`src/rtl/sramlike_pkg.sv`:
```
// Shared types and helpers for the SRAM-to-SRAM-like bridge.
package sramlike_pkg;

  typedef enum logic [2:0] {
    ST_IDLE,
    ST_REQ,
    ST_WAIT,
    ST_HOLD,
    ST_DRAIN
  } state_t;

  localparam logic [1:0] SZ_BYTE  = 2'd0;
  localparam logic [1:0] SZ_HALF  = 2'd1;
  localparam logic [1:0] SZ_WORD  = 2'd2;
  localparam logic [1:0] SZ_DWORD = 2'd3;

  // Byte enables (zero-extended to 8) to bus size; unrecognised patterns fall back to word.
  function automatic logic [1:0] wen_to_size(input logic [7:0] wen, input int strb_w);
    logic [1:0] sz;
    sz = SZ_WORD;
    for (int unsigned i = 0; i < 8; i++) begin
      if (wen == (8'h01 << i)) sz = SZ_BYTE;
    end
    for (int unsigned i = 0; i < 4; i++) begin
      if (wen == (8'h03 << (2 * i))) sz = SZ_HALF;
    end
    if (strb_w == 8 && wen == 8'hFF) sz = SZ_DWORD;
    return sz;
  endfunction

  // True when the byte-enable pattern maps exactly onto one naturally aligned transfer.
  function automatic logic wen_is_legal(input logic [7:0] wen, input int strb_w);
    logic ok;
    ok = 1'b0;
    for (int unsigned i = 0; i < 8; i++) begin
      if (wen == (8'h01 << i)) ok = 1'b1;
    end
    for (int unsigned i = 0; i < 4; i++) begin
      if (wen == (8'h03 << (2 * i))) ok = 1'b1;
    end
    for (int unsigned i = 0; i < 2; i++) begin
      if (wen == (8'h0F << (4 * i))) ok = 1'b1;
    end
    if (strb_w == 8 && wen == 8'hFF) ok = 1'b1;
    return ok;
  endfunction

endpackage

```
`src/rtl/sramlike_req_latch.sv`:
```
// Request capture register: holds wr/size/addr/wdata stable for the bus transaction.
module sramlike_req_latch #(
  parameter int ADDR_W = 32,
  parameter int DATA_W = 32
) (
  input  logic              clk,
  input  logic              rst,
  input  logic              load,
  input  logic              next_wr,
  input  logic [1:0]        next_size,
  input  logic [ADDR_W-1:0] next_addr,
  input  logic [DATA_W-1:0] next_wdata,
  output logic              wr,
  output logic [1:0]        size,
  output logic [ADDR_W-1:0] addr,
  output logic [DATA_W-1:0] wdata
);

  // Capture the request when the bridge issues from IDLE.
  always_ff @(posedge clk) begin
    if (rst) begin
      wr    <= 1'b0;
      size  <= '0;
      addr  <= '0;
      wdata <= '0;
    end else if (load) begin
      wr    <= next_wr;
      size  <= next_size;
      addr  <= next_addr;
      wdata <= next_wdata;
    end
  end

endmodule

```
`src/rtl/sramlike_bridge.sv`:
```
// SRAM-style core port to SRAM-like bus bridge with stall generation, flush drain
// and response hold. Optional watchdog: define SRAMLIKE_BRIDGE_TIMEOUT_EN.
module sramlike_bridge
  import sramlike_pkg::*;
#(
  parameter  int ADDR_W         = 32,
  parameter  int DATA_W         = 32,
  parameter  int TIMEOUT_CYCLES = 255,
  localparam int STRB_W         = DATA_W / 8
) (
  input  logic              clk,
  input  logic              rst,
  input  logic              cpu_en,
  input  logic [STRB_W-1:0] cpu_wen,
  input  logic [1:0]        cpu_rsize,
  input  logic [ADDR_W-1:0] cpu_addr,
  input  logic [DATA_W-1:0] cpu_wdata,
  output logic [DATA_W-1:0] cpu_rdata,
  input  logic              cpu_longest_stall,
  input  logic              cpu_flush,
  output logic              cpu_stall,
  output logic              req,
  output logic              wr,
  output logic [1:0]        size,
  output logic [ADDR_W-1:0] addr,
  output logic [DATA_W-1:0] wdata,
  input  logic              addr_ok,
  input  logic              data_ok,
  input  logic [DATA_W-1:0] rdata,
  output logic              bus_err
);

  if (!(DATA_W == 32 || DATA_W == 64)) begin : g_bad_data_w
    $error("sramlike_bridge: DATA_W must be 32 or 64");
  end
  if (TIMEOUT_CYCLES < 1 || TIMEOUT_CYCLES > 255) begin : g_bad_timeout
    $error("sramlike_bridge: TIMEOUT_CYCLES must be within 1..255");
  end

  state_t     state;
  logic       abort;
  logic       issue;
  logic       eff_abort;
  logic [7:0] wen_ext;
  logic [1:0] issue_size;

  // Decode the incoming request: transfer size and whether to issue this cycle.
  always_comb begin
    wen_ext             = '0;
    wen_ext[STRB_W-1:0] = cpu_wen;
    issue_size          = (|cpu_wen) ? wen_to_size(wen_ext, STRB_W) : cpu_rsize;
    issue               = (state == ST_IDLE) & cpu_en & ~cpu_flush & ~bus_err;
    eff_abort           = abort | cpu_flush;
  end

  sramlike_req_latch #(
    .ADDR_W(ADDR_W),
    .DATA_W(DATA_W)
  ) u_req_latch (
    .clk       (clk),
    .rst       (rst),
    .load      (issue),
    .next_wr   (|cpu_wen),
    .next_size (issue_size),
    .next_addr (cpu_addr),
    .next_wdata(cpu_wdata),
    .wr        (wr),
    .size      (size),
    .addr      (addr),
    .wdata     (wdata)
  );

`ifdef SRAMLIKE_BRIDGE_TIMEOUT_EN
  logic [7:0] tmo_cnt;
  logic       busy;
  logic       leaving;
  logic       tmo_hit;

  // Watchdog bookkeeping: a state exit restarts the count for the next waiting state.
  always_comb begin
    busy    = (state == ST_REQ) | (state == ST_WAIT) | (state == ST_DRAIN);
    leaving = ((state == ST_REQ)   & addr_ok) |
              ((state == ST_WAIT)  & (data_ok | cpu_flush)) |
              ((state == ST_DRAIN) & data_ok);
    tmo_hit = busy & ~leaving & (tmo_cnt == 8'(TIMEOUT_CYCLES - 1));
  end
`else
  assign bus_err = 1'b0;
`endif

  // Channel stall towards the pipeline; an aborted access only stalls a live request.
  always_comb begin
    cpu_stall = 1'b0;
    case (state)
      ST_IDLE:         cpu_stall = cpu_en & ~cpu_flush & ~bus_err;
      ST_REQ, ST_WAIT: cpu_stall = abort ? cpu_en : 1'b1;
      ST_DRAIN:        cpu_stall = cpu_en;
      default:         cpu_stall = 1'b0;
    endcase
  end

  // Bus handshake FSM with registered req and response hold.
  always_ff @(posedge clk) begin
    if (rst) begin
      state     <= ST_IDLE;
      req       <= 1'b0;
      abort     <= 1'b0;
      cpu_rdata <= '0;
`ifdef SRAMLIKE_BRIDGE_TIMEOUT_EN
      tmo_cnt   <= '0;
      bus_err   <= 1'b0;
`endif
    end else begin
      case (state)
        ST_IDLE: begin
          abort <= 1'b0;
          if (issue) begin
            assert (~|cpu_wen || wen_is_legal(wen_ext, STRB_W));
            assert (|cpu_wen || DATA_W == 64 || cpu_rsize != SZ_DWORD);
            state <= ST_REQ;
            req   <= 1'b1;
          end
        end
        ST_REQ: begin
          // A flush cannot retract an offered request; remember it and drain instead.
          if (addr_ok) begin
            req   <= 1'b0;
            abort <= 1'b0;
            if (data_ok) begin
              if (eff_abort) begin
                state <= ST_IDLE;
              end else begin
                state     <= ST_HOLD;
                cpu_rdata <= rdata;
              end
            end else begin
              state <= eff_abort ? ST_DRAIN : ST_WAIT;
            end
          end else begin
            abort <= eff_abort;
          end
        end
        ST_WAIT: begin
          if (data_ok) begin
            state     <= ST_HOLD;
            cpu_rdata <= rdata;
          end else if (cpu_flush) begin
            state <= ST_DRAIN;
          end
        end
        ST_HOLD: begin
          if (~cpu_longest_stall | cpu_flush) state <= ST_IDLE;
        end
        ST_DRAIN: begin
          if (data_ok) state <= ST_IDLE;
        end
        default: state <= ST_IDLE;
      endcase
`ifdef SRAMLIKE_BRIDGE_TIMEOUT_EN
      tmo_cnt <= (busy & ~leaving) ? tmo_cnt + 8'd1 : '0;
      if (tmo_hit) begin
        state   <= ST_IDLE;
        req     <= 1'b0;
        abort   <= 1'b0;
        bus_err <= 1'b1;
      end
`endif
    end
  end

endmodule

```
`config.mk`:
```
export PLATFORM = sky130hd
export DESIGN_NAME = sramlike_bridge
export DESIGN_NICKNAME = d
export VERILOG_FILES = /design/src/rtl/sramlike_pkg.sv /design/src/rtl/sramlike_req_latch.sv /design/src/rtl/sramlike_bridge.sv
export SDC_FILE = /design/constraint.sdc
export NUM_CORES = 1
export LEC_CHECK = 0
export ABC_AREA = 1
export BUFFER_PORTS_ARGS = -buffer_cell sky130_fd_sc_hd__buf_2
export CORE_AREA = 2 2 108 110
export CTS_CLUSTER_SIZE = 30
export DETAILED_ROUTE_END_ITERATION = 10
export DIE_AREA = 0 0 110 112
export GPL_TIMING_DRIVEN = 0
export HOLD_SLACK_MARGIN = 0.03
export MAX_ROUTING_LAYER = met4
export PLACE_DENSITY = 0.75
export RECOVER_POWER = 50
export REMOVE_ABC_BUFFERS = 1
export SLEW_MARGIN = 10
export SYNTH_ARGS = -nofsm -noshare
export SYNTH_HDL_FRONTEND = slang
export SYNTH_SLANG_ARGS = --single-unit
```
`constraint.sdc`:
```
create_clock -name clk -period 3.2 [get_ports clk]
set_input_delay 0.64 -clock clk [delete_from_list [all_inputs] [get_ports clk]]
set_output_delay 0.64 -clock clk [all_outputs]
set_load 0.05 [all_outputs]
```
==> results of run 1 <==
==> state kept, by name, summed over array words and instances (netlist names) <==
signal / flops
abort: 1
u_req_latch.wr: 1
state: 3
cpu_rdata: 32
u_req_latch.size: 2
req: 1
u_req_latch.wdata: 32
u_req_latch.addr: 32
==> cell families after synthesis <==
| family | after synthesis |
|---|---|
| DFF | 104 |
| and+or+nand+nor | 234 |
| AOI/OAI and AO/OA | 114 |
| other | 1 |
| buffers and inverters | 44 |
==> cells in the final DEF (no fill, tap or decap), drive strengths merged <==
cell type | Yosys | routed
bufinv | 0 | 1
conb | 1 | 1
nand2 | 18 | 18
nand4 | 3 | 3
inv | 13 | 15
clkinv | 0 | 4
clkbuf | 16 | 107
a21oi | 6 | 6
buf | 15 | 116
diode | 0 | 1
nor3 | 2 | 2
o21ai | 105 | 105
nand3 | 9 | 9
dfxtp | 104 | 104
a31oi | 2 | 2
o22ai | 1 | 1
nor2 | 202 | 202
==> worst register-to-register path, stage by stage, from the launching register on <==
cell and delay, ns:
dfxtp_1 0.44, nor2_1 0.13, nand4_1 0.19, clkbuf_1 0.64
buf_8 0.25, buf_8 0.18, nor2_1 0.07, nor2_1 0.10
==> through the flow <==
step / hold WS (ns) / instance area [sq um] / cells / util [%] / power, uW
6_report: 0.476 / 5120 / 840 / 45.8 / 4920
2_1_floorplan: 0.448 / 3650 / 466 / - / 3370
4_1_cts: 0.479 / 5250 / 839 / 47.0 / 5060
5_1_grt: 0.501 / 5120 / 840 / 45.8 / 5220
3_5_place_dp: 0.466 / 4950 / 823 / 44.3 / 3930
3_3_place_gp: 0.457 / 4870 / 818 / 43.6 / 3890
==> report_power, final <==
group          internal [uW]  switching (uW)  total [uW]
Sequential              1590             149        1740
Clock                    615             491        1110
Combinational            421            1650        2080
Total                   2630            2290        4920
==> layer usage <==
metal	routed length [um]	share of wire, %	GRT usage [%]
met1	4520	44	19.5
met4	160	1.5	6.16
met2	4740	46	29.0
met3	920	8.9	4.04
met5	0	0	-
==> final timing paths <==
| path | startpoint | cells past startpoint | slack (ns) | end |
|---|---|---|---|---|
| max | state[2] | 6 | 0.91 | cpu_stall |
| max reg2reg | state[2] | 7 | 1.13 | u_req_latch.wdata[18] |
| min | req | 2 | 0.48 | req |
| min reg2reg | req | 2 | 0.48 | req |
==> final cells by class <==
| class | instances | area [sq um] |
|---|---|---|
| Inverter | 13 | 51.3 |
| Antenna cell | 1 | 2.50 |
| Sequential cell | 104 | 2080 |
| Clock inverter | 7 | 78.8 |
| Multi-Input combinational cell | 349 | 1510 |
| Fill cell | 1181 | 6060 |
| Timing Repair Buffer | 214 | 990 |
| Tap cell | 143 | 179 |
| Clock buffer | 9 | 225 |
==> impl_metrics.csv, run 1 <==
group,metric,value,unit
critical_path,crit_family,"simple AND/OR/NAND/NOR gates",
timing,hold_violations,0,
die,die_y,112,um
synth,synth_top_area_share,54.7,%
cts,post_cts_buffers,0,
timing,max_freq,438,MHz
timing,worst_slack,0.915,ns
critical_path,cp-end-kind,"output port",
die,io_pins,211,
synth,ys_types,24,
critical_path,arrival,1.65,ns
synth,synth_top_area_cell,"dfxtp_1",
critical_path,setup.worst_path.start_class,"register",
worst_hold_path,hold_class,"register to register",
drt,avgViaCountPerCell,4.63,
synth,ys_seq_area_share,54.7,%
drt,finalWirelength,10300,um
synth,synth_mux_area_share,0,%
die,row_count,39,
final_layout,nets,800,
synth,netlist_area,3810,sq um
synth,synth.top_cells.by_count,"nor2_1 (200), dfxtp_1 (104), o21ai_0 (88), o21ai_1 (17), clkbuf_1 (15)",
synth,async_flop_share,0,%
synth,synth-simple-area-share,24.4,%
cts,cts_sinks,104,
status,outcome,"finished clean",
timing,fin_crit_sh,71.4,%
die,die_width,110,um
timing,skew,0.00580,ns
synth,synth_fa_ha_area_share,0,%
synth,synth_edf_count,0,
final_layout,drive_gt1_share,20.5,%
place,routabilityCongestion,0.892,
synth,syn_area_per_cell,7.66,sq um
place,dp_slack,1.06,ns
die,core_area,11200,sq um
drt,drc,0,
critical_path,crit_fanout,6,
cts,clk_pin_slew,0.07,ns
cts,htreeDepth,3,
drt,drt_iter0_markers,311,
critical_path,slowest_delay,0.37,ns
power_and_ir_drop,p_per_area,962,nW/um^2
die,die_area,12300,sq um
timing,rsz0062_at_grt,"no",
cts,cts_hold_buf,0,
synth,synth_compound_area_share,15.4,%
critical_path,cp_slowest_cell,"dfxtp_1",
grt,grt_max_degree,100,
synth,synth_most_common_cell,"nor2_1",
cts,cts_tree,"built",
critical_path,crit_path_cell_trace,"nor2_1 -> nand2_1 -> inv_2 -> o22ai_1 -> nand3_1 -> buf_2",
timing,tightest_slew,0.838,ns
cts,cts_buffers,9,
place,dp.final_hpwl,7170,um
timing,fin_crit,2.29,ns
timing,finalSetupTns,0,ns
drt,ant_nets,0,
cts,cts-resized-gates,0,
place,portBuffers,209,
cts,cts_max_path_buffers,2,
critical_path,worst-path-buf-inv,2,
drt,vias,3893,
grt,grt_pass1_vias,3666,
synth,synth_xor_area_share,0,%
power_and_ir_drop,leakagePower,0.00230,uW
cts,clk_latency,0.34,ns
final_layout,area_delta_synth_final,34.4,%
timing,slew_headroom,44.1,%
flow_run,drv_cap,0,
grt,grt.total_usage,17.1,%
critical_path,worstSetupPathType,"register to output port",
synth,ys_ff_latch,104,
synth,synthFlopType,"dfxtp_1",
critical_path,crit_required,2.56,ns
drt,drt-wirelength-per-cell,12.3,um
synth,synth_top_family_by_area,"simple AND/OR/NAND/NOR gates",
grt,overflow,0,
power_and_ir_drop,peakVddDrop,0.000429,V
synth,netlist_top_cells_area,"dfxtp_1 (55%), nor2_1 (20%), o21ai_0 (12%)",
die,initial_utilization,34.1,%
drt,drt_pass1_iterations,4,
grt,grt_pass1_wl,16500,um
cts,cts_root_buf,"clkbuf_16",
timing,slew_violations,0,
timing,setup_viol,0,
synth,synthCells,497,
synth,yosysWarnings,0,
grt,grt_antenna_before_repair,1,
(Power assumes the default switching activity.)
==> inputs of run 2 (changes only) <==
Settings changed: ABC_AREA 1 to 0, CORE_AREA 2 2 108 110 to 2 2 113 115, DIE_AREA 0 0 110 112 to 0 0 115 117, PLACE_DENSITY 0.75 to 0.76.
Clock period 3.2 ns to 2 ns, I/O delays scaled along.
==> run 2 against run 1 <==
  * First-iteration DRC count is 29% lower
  * Synthesized area up 9.9%
  * Non-clock buffer count stayed put
  * Combinational power fell by 50%
  * Sequential share of layout area is 2.7 points lower
  * Critical endpoint is now u_req_latch.size[1]
  * Sequential cell count stayed put
  * Synthesized cell count down 1.4%
  * Hold slack worse by 0.19 ns
  * Clock skew increased by 0.0041 ns
  * Cell count shrank 0.95%
==> impl_metrics.csv, run 2 <==
group,metric,value,unit
critical_path,crit_required,2.24,ns
synth,synth_edf_count,0,
drt,ant_nets,0,
synth,netlist_top_cells_area,"dfxtp_1 (50%), nand2_1 (12%), nand2b_1 (9.7%)",
grt,use_met1,16.3,%
synth,ys_seq_area_share,49.7,%
final_layout,n_antenna_cell,0,
power_and_ir_drop,peakVddDrop,0.000369,V
synth,netlist_area,4190,sq um
timing,setup_viol,0,
synth,syn_area_per_cell,8.54,sq um
place,dp.final_hpwl,6930,um
cts,clk_latency,0.34,ns
timing,finalSetupTns,0,ns
timing,hold_violations,0,
critical_path,cp-end-kind,"register",
power_and_ir_drop,leakagePower,0.00213,uW
final_layout,final_cell_mix,"nand2_1 (132), buf_2 (117), dfxtp_1 (102), clkbuf_1 (91), a21oi_1 (69)",
flow_run,drv_cap,0,
power_and_ir_drop,seq_power_share,45.4,%
cts,cts_hold_buf,0,
power_and_ir_drop,clkPwrFrac,33.6,%
drt,vias,3781,
drt,finalWirelength,9900,um
die,initial_utilization,34.0,%
cts,cts_buffers,9,
final_layout,mostFrequentLayoutCell,"nand2_1",
cts,cts_root_buf,"clkbuf_16",
drt,drt_iter0_markers,222,
grt,grt_max_degree,78,
cts,cts_sinks,104,
grt,met3_usage,4.58,%
die,die_width,115,um
grt,grt.total_usage,14.4,%
grt,grt_antenna_before_repair,0,
cts,cts_tree,"built",
critical_path,rrSetupSlack,0.11,ns
synth,synth_top_area_share,49.7,%
synth,synthCells,490,
power_and_ir_drop,power.switching,1610,uW
synth,ys_ff_latch,104,
synth,async_flop_share,0,%
final_layout,fill_cells,1289,
final_layout,nets,786,
critical_path,arrival,2.13,ns
timing,skew,0.00987,ns
place,routabilityCongestion,0.769,
timing,slew_headroom,47.8,%
drt,drt-wirelength-per-cell,11.9,um
grt,overflow,0,
synth,synthFlopType,"dfxtp_1",
power_and_ir_drop,power.internal,3380,uW
critical_path,worstSetupPathType,"register to register",
cts,cts_max_path_buffers,2,
place,portBuffers,209,
timing,slew_violations,0,
synth,synth.top_cells.by_count,"nand2_1 (132), dfxtp_1 (104), a21oi_1 (69), nand2b_1 (65), mux2i_1 (32)",
worst_hold_path,holdCritStartpoint,"cpu_addr[0]",
worst_hold_path,whs_endpoint,"u_req_latch.addr[0]",
power_and_ir_drop,switching_share,32.2,%
worst_hold_path,whs_path_depth,3,
power_and_ir_drop,p_per_area,909,nW/um^2
critical_path,reg2reg_from,"state[0]",
grt,grt_pass1_wl,15100,um
power_and_ir_drop,power_frac_comb,20.9,%
synth,ys_types,37,
worst_hold_path,hold_class,"primary input to register",
final_layout,drive_gt1_share,21.6,%
grt,grt_pass1_vias,3396,
timing,hold_ws,0.290,ns
die,row_count,41,
die,die_area,13500,sq um
die,core_area,12300,sq um
power_and_ir_drop,p_total,4990,uW
timing,fin_crit_sh,94.3,%
drt,drt_pass1_iterations,4,
final_layout,largestRegisters,"cpu_rdata (32), u_req_latch.addr (32), u_req_latch.wdata (32)",
drt,avgViaCountPerCell,4.54,
critical_path,setup.worst_path.start_class,"register",
cts,htreeDepth,3,
critical_path,crit_fanout,40,
grt,top_usage_layer,"met2",
timing,max_freq,530,MHz
grt,met2_usage,24.7,%
synth,synth_top_area_cell,"dfxtp_1",
synth,synth_most_common_cell,"nand2_1",
cts,clk_pin_slew,0.07,ns
synth,yosysWarnings,0,
critical_path,r2r_cells,5,
final_layout,utilization,44.6,%
timing,rsz0062_at_grt,"yes",
die,die_y,117,um
drt,drc,0,
timing,tightest_slew,0.783,ns
die,io_pins,211,
status,outcome,"finished clean",
final_layout,area_delta_synth_final,31.1,%
timing,fin_crit,1.89,ns
critical_path,r2r_end,"u_req_latch.size[1]",
-- run 2: changes by cell type after synthesis, moves of 32 or more --
cell / delta
nand2b_1: +65
nand2_1: +118
nor2_1: -191
mux2i_1: +32
o21ai_0: -82
a21oi_1: +64
-- run 2: worst max-delay path by stage --
stage	cells after the start	slack [ns]	startpoint	endpoint
6_report	5	0.11	state[0]	u_req_latch.size[1]
5_1_grt	4	-0.02	state[0]	u_req_latch.wdata[11]
4_1_cts	6	0.01	state[1]	cpu_rdata[1]
3_5_place_dp	7	-0.26	cpu_flush	cpu_rdata[1]
3_3_place_gp	5	-1.85	cpu_flush	cpu_rdata[8]
2_1_floorplan	4	-1.01	state[1]	cpu_rdata[0]
-- run 2: cell type report --
type	instances	area [sq um]	share of cell area (%)
clock buffers	10	239	4.35
inverters	1	3.75	0.0684
repair buffers	214	1020	18.6
well taps	150	188	3.42
clock inverters	6	48.8	0.889
multi-input cells	347	1900	34.7
flip-flops and latches	104	2080	38.0
-- run 2: stage by stage --
| stage | setup slack, ns | area (sq um) | instances |
|---|---|---|---|
| 3_3_place_gp | -1.85 | 5190 | 811 |
| 5_1_grt | -0.0196 | 5490 | 832 |
| 6_report | 0.113 | 5490 | 832 |
| 3_5_place_dp | -0.261 | 5290 | 815 |
| 4_1_cts | 0.0127 | 5590 | 832 |
| 2_1_floorplan | -1.01 | 3960 | 452 |
-- run 2: critical path, cell delays in order (launching register included) --
cell,delay [ns]
dfxtp_1,0.43
nor2_2,0.28
and3_4,0.48
buf_12,0.25
nor2_1,0.06
a311oi_1,0.25
-- run 2: kinds of logic after synthesis --
logic type,share of synthesized area [%]
and+or+nand+nor,25.8
AOI/OAI and AO/OA,10.8
DFF,49.7
buffers and inverters,5.62
muxes,7.92
other,0.0896
-- run 2: power groups by stage --
stage | Combinational (uW) | Clock [uW] | Sequential (uW)
after floorplan | 324 | 0 | 2700
after global placement | 1060 | 0 | 2300
after detailed placement | 1080 | 0 | 2310
after CTS | 1080 | 1760 | 2260
after global routing | 1130 | 1830 | 2280
final | 1040 | 1680 | 2270
-- run 2: routing by layer --
layer / vias up / part of all wire, %
li1: 1968 / -
met1: 1681 / 44
met2: 127 / 48
met3: 5 / 7.5
met4: 0 / 0.64
met5: - / 0
-- run 2: repair_timing --
| action | in CTS | in global routing |
|---|---|---|
| endpoints found under the setup margin | 52 | 78 |
| resized for setup | 1 | 4 |
| pin swaps | 1 | 0 |
| buffers inserted | 1 | 0 |
==> inputs of run 3 (changes only) <==
Settings changed: CORE_AREA 2 2 113 115 to 2 2 81 160, DIE_AREA 0 0 115 117 to 0 0 83 162.
Clock period 2 ns to 1.55 ns, I/O delays scaled along.
==> run 3 against run 2 <==
  * The flow now finishes with violations (negative setup slack)
  * Sequential cell count stayed put
  * Setup slack worse by 0.19 ns
  * Critical path type is now register to output port
  * Non-clock buffer count is 15 higher
  * Total power is 39% higher
  * Combinational power is 57% higher
  * Cell area is 7.7% higher
  * Sequential share of layout area is 2.5 points lower
  * Clock skew hardly changed
==> impl_metrics.csv, run 3 (same netlist as run 2, synthesis figures left out) <==
group,metric,value,unit
status,outcome,"finished, violations left",
status,violations,"negative setup slack",
place,placedCellCount,811,
critical_path,cp-end-kind,"output port",
cts,clk_pin_slew,0.08,ns
final_layout,multi_input_area,1990,sq um
drt,drt_pass1_iterations,5,
final_layout,drive_gt1_share,37.5,%
grt,grt_max_degree,87,
die,die_y,162,um
final_layout,area_delta_synth_final,41.2,%
die,die_area,13400,sq um
cts,cts_hold_buf,0,
final_layout,fin_cells,848,
flow_run,drv_cap,0,
die,io_pins,211,
grt,grt.total_usage,18.5,%
critical_path,crit_fanout,8,
power_and_ir_drop,clkPwrFrac,34.3,%
cts,htreeDepth,3,
timing,skew,0.0103,ns
timing,setup_viol,2,
power_and_ir_drop,seq_power_share,42.1,%
drt,drt-wirelength-per-cell,15.3,um
final_layout,n_antenna_cell,0,
drt,vias,4063,
grt,overflow,0,
timing,hold_violations,0,
timing,rsz0062_at_grt,"yes",
cts,cts_buffers,9,
power_and_ir_drop,power.internal,4680,uW
drt,avgViaCountPerCell,4.79,
critical_path,setup.worst_path.start_class,"register",
timing,max_freq,615,MHz
drt,drt_iter0_markers,207,
power_and_ir_drop,power.switching,2240,uW
power_and_ir_drop,switching_share,32.4,%
critical_path,crit_required,1.24,ns
critical_path,crit_start,"state[2]",
critical_path,rrSetupSlack,0,ns
final_layout,fill_cells,1214,
drt,finalWirelength,13000,um
drt,ant_nets,0,
critical_path,r2r_cells,6,
cts,cts_max_path_buffers,2,
critical_path,crit_end,"cpu_stall",
cts,cts_tree,"built",
cts,cts_root_buf,"clkbuf_16",
final_layout,final_cell_mix,"buf_2 (151), nand2_1 (131), dfxtp_1 (100), a21oi_1 (68), nand2b_1 (65)",
power_and_ir_drop,power_frac_comb,23.6,%
power_and_ir_drop,leakagePower,0.00260,uW
power_and_ir_drop,p_total,6920,uW
timing,fin_crit,1.63,ns
power_and_ir_drop,peakVddDrop,0.000642,V
timing,slew_violations,0,
timing,slew_headroom,62.3,%
power_and_ir_drop,p_per_area,1170,nW/um^2
drt,drc,0,
timing,tightest_slew,0.566,ns
critical_path,reg2reg_from,"state[1]",
grt,grt_pass1_vias,3833,
final_layout,nets,805,
critical_path,r2r_end,"cpu_rdata[18]",
final_layout,regArea,2100,sq um
timing,worst_slack,-0.0757,ns
place,portBuffers,209,
cts,cts_sinks,104,
cts,clk_latency,0.34,ns
die,initial_utilization,34.3,%
die,core_area,12200,sq um
die,die_width,83,um
worst_hold_path,hold_class,"primary input to register",
place,dp.final_hpwl,7920,um
critical_path,worstSetupPathType,"register to output port",
timing,fin_crit_sh,105,%
critical_path,arrival,1.32,ns
place,routabilityCongestion,0.788,
die,row_count,57,
grt,grt_pass1_wl,19200,um
final_layout,mostFrequentLayoutCell,"buf_2",
grt,grt_antenna_before_repair,0,
final_layout,largestRegisters,"cpu_rdata (32), u_req_latch.addr (32), u_req_latch.wdata (32)",
-- run 3: changes by cell type in the layout (fill, tap and decap cells not counted), moves of 3 or more --
cell / delta
and3_4: +3
buf_12: +3
buf_2: +34
buf_4: +7
clkbuf_1: -90
clkbuf_2: +57
dfxtp_4: +4
-- run 3: layout make-up --
cell class / count / area share (%)
sequential: 104 / 35.5
multi-input combinational: 351 / 33.7
timing repair buffer: 229 / 22.4
clock buffer: 10 / 4.04
tap: 147 / 3.11
clock inverter: 6 / 1.27
inverter: 1 / 0.0635
-- run 3: stage by stage --
| step | cell area (sq um) | util, % | setup WS, ns | TNS [ns] | hold WS, ns |
|---|---|---|---|---|---|
| detailed placement | 5280 | 43.3 | -0.581 | -42.26 | 0.443 |
| global placement | 5180 | 42.5 | -2.37 | -194.76 | 0.438 |
| finish | 5910 | 48.5 | -0.0757 | -0.0779 | 0.193 |
| global route | 5910 | 48.5 | -0.153 | -3.94 | 0.185 |
| CTS | 5770 | 47.3 | -0.0603 | -0.0603 | 0.177 |
| floorplan | 3960 | - | -1.46 | -89.44 | 0.379 |
-- run 3: worst min path at each step --
stage	from	to	depth (start not counted)
CTS	cpu_wdata[9]	u_req_latch.wdata[9]	3
floorplan	rst	req	1
global placement	u_req_latch.wdata[4]	u_req_latch.wdata[4]	2
finish	cpu_addr[27]	u_req_latch.addr[27]	3
global route	cpu_addr[28]	u_req_latch.addr[28]	3
detailed placement	u_req_latch.addr[19]	u_req_latch.addr[19]	2
-- run 3: power groups by stage --
stage / sequential, uW / clock (uW) / combinational [uW]
floorplan: 3480 / 0 / 418
global placement: 2970 / 0 / 1370
detailed placement: 2980 / 0 / 1400
CTS: 2920 / 2470 / 1530
global route: 2930 / 2560 / 1730
finish: 2910 / 2380 / 1630
-- run 3: metal layers --
layer  global-route usage (%)  vias up  share of wire (%)
met3                     2.74       30                3.5
met1                     19.3     1880                 38
met2                     33.4      135                 55
met5                        -        -                  0
li1                         -     2018                  -
met4                     9.61        0                3.1
-- run 3: timing repair --
action                     CTS  global route
buffers inserted             8             7
setup endpoints to repair  102            91
resized for setup           18             9
pin swaps                    9             9
gates cloned                 4             2
-- run 3: critical path: stages, from the launching register on --
cell and delay, ns:
dfxtp_4 0.38, o21ai_0 0.31, a21oi_2 0.12, buf_6 0.16
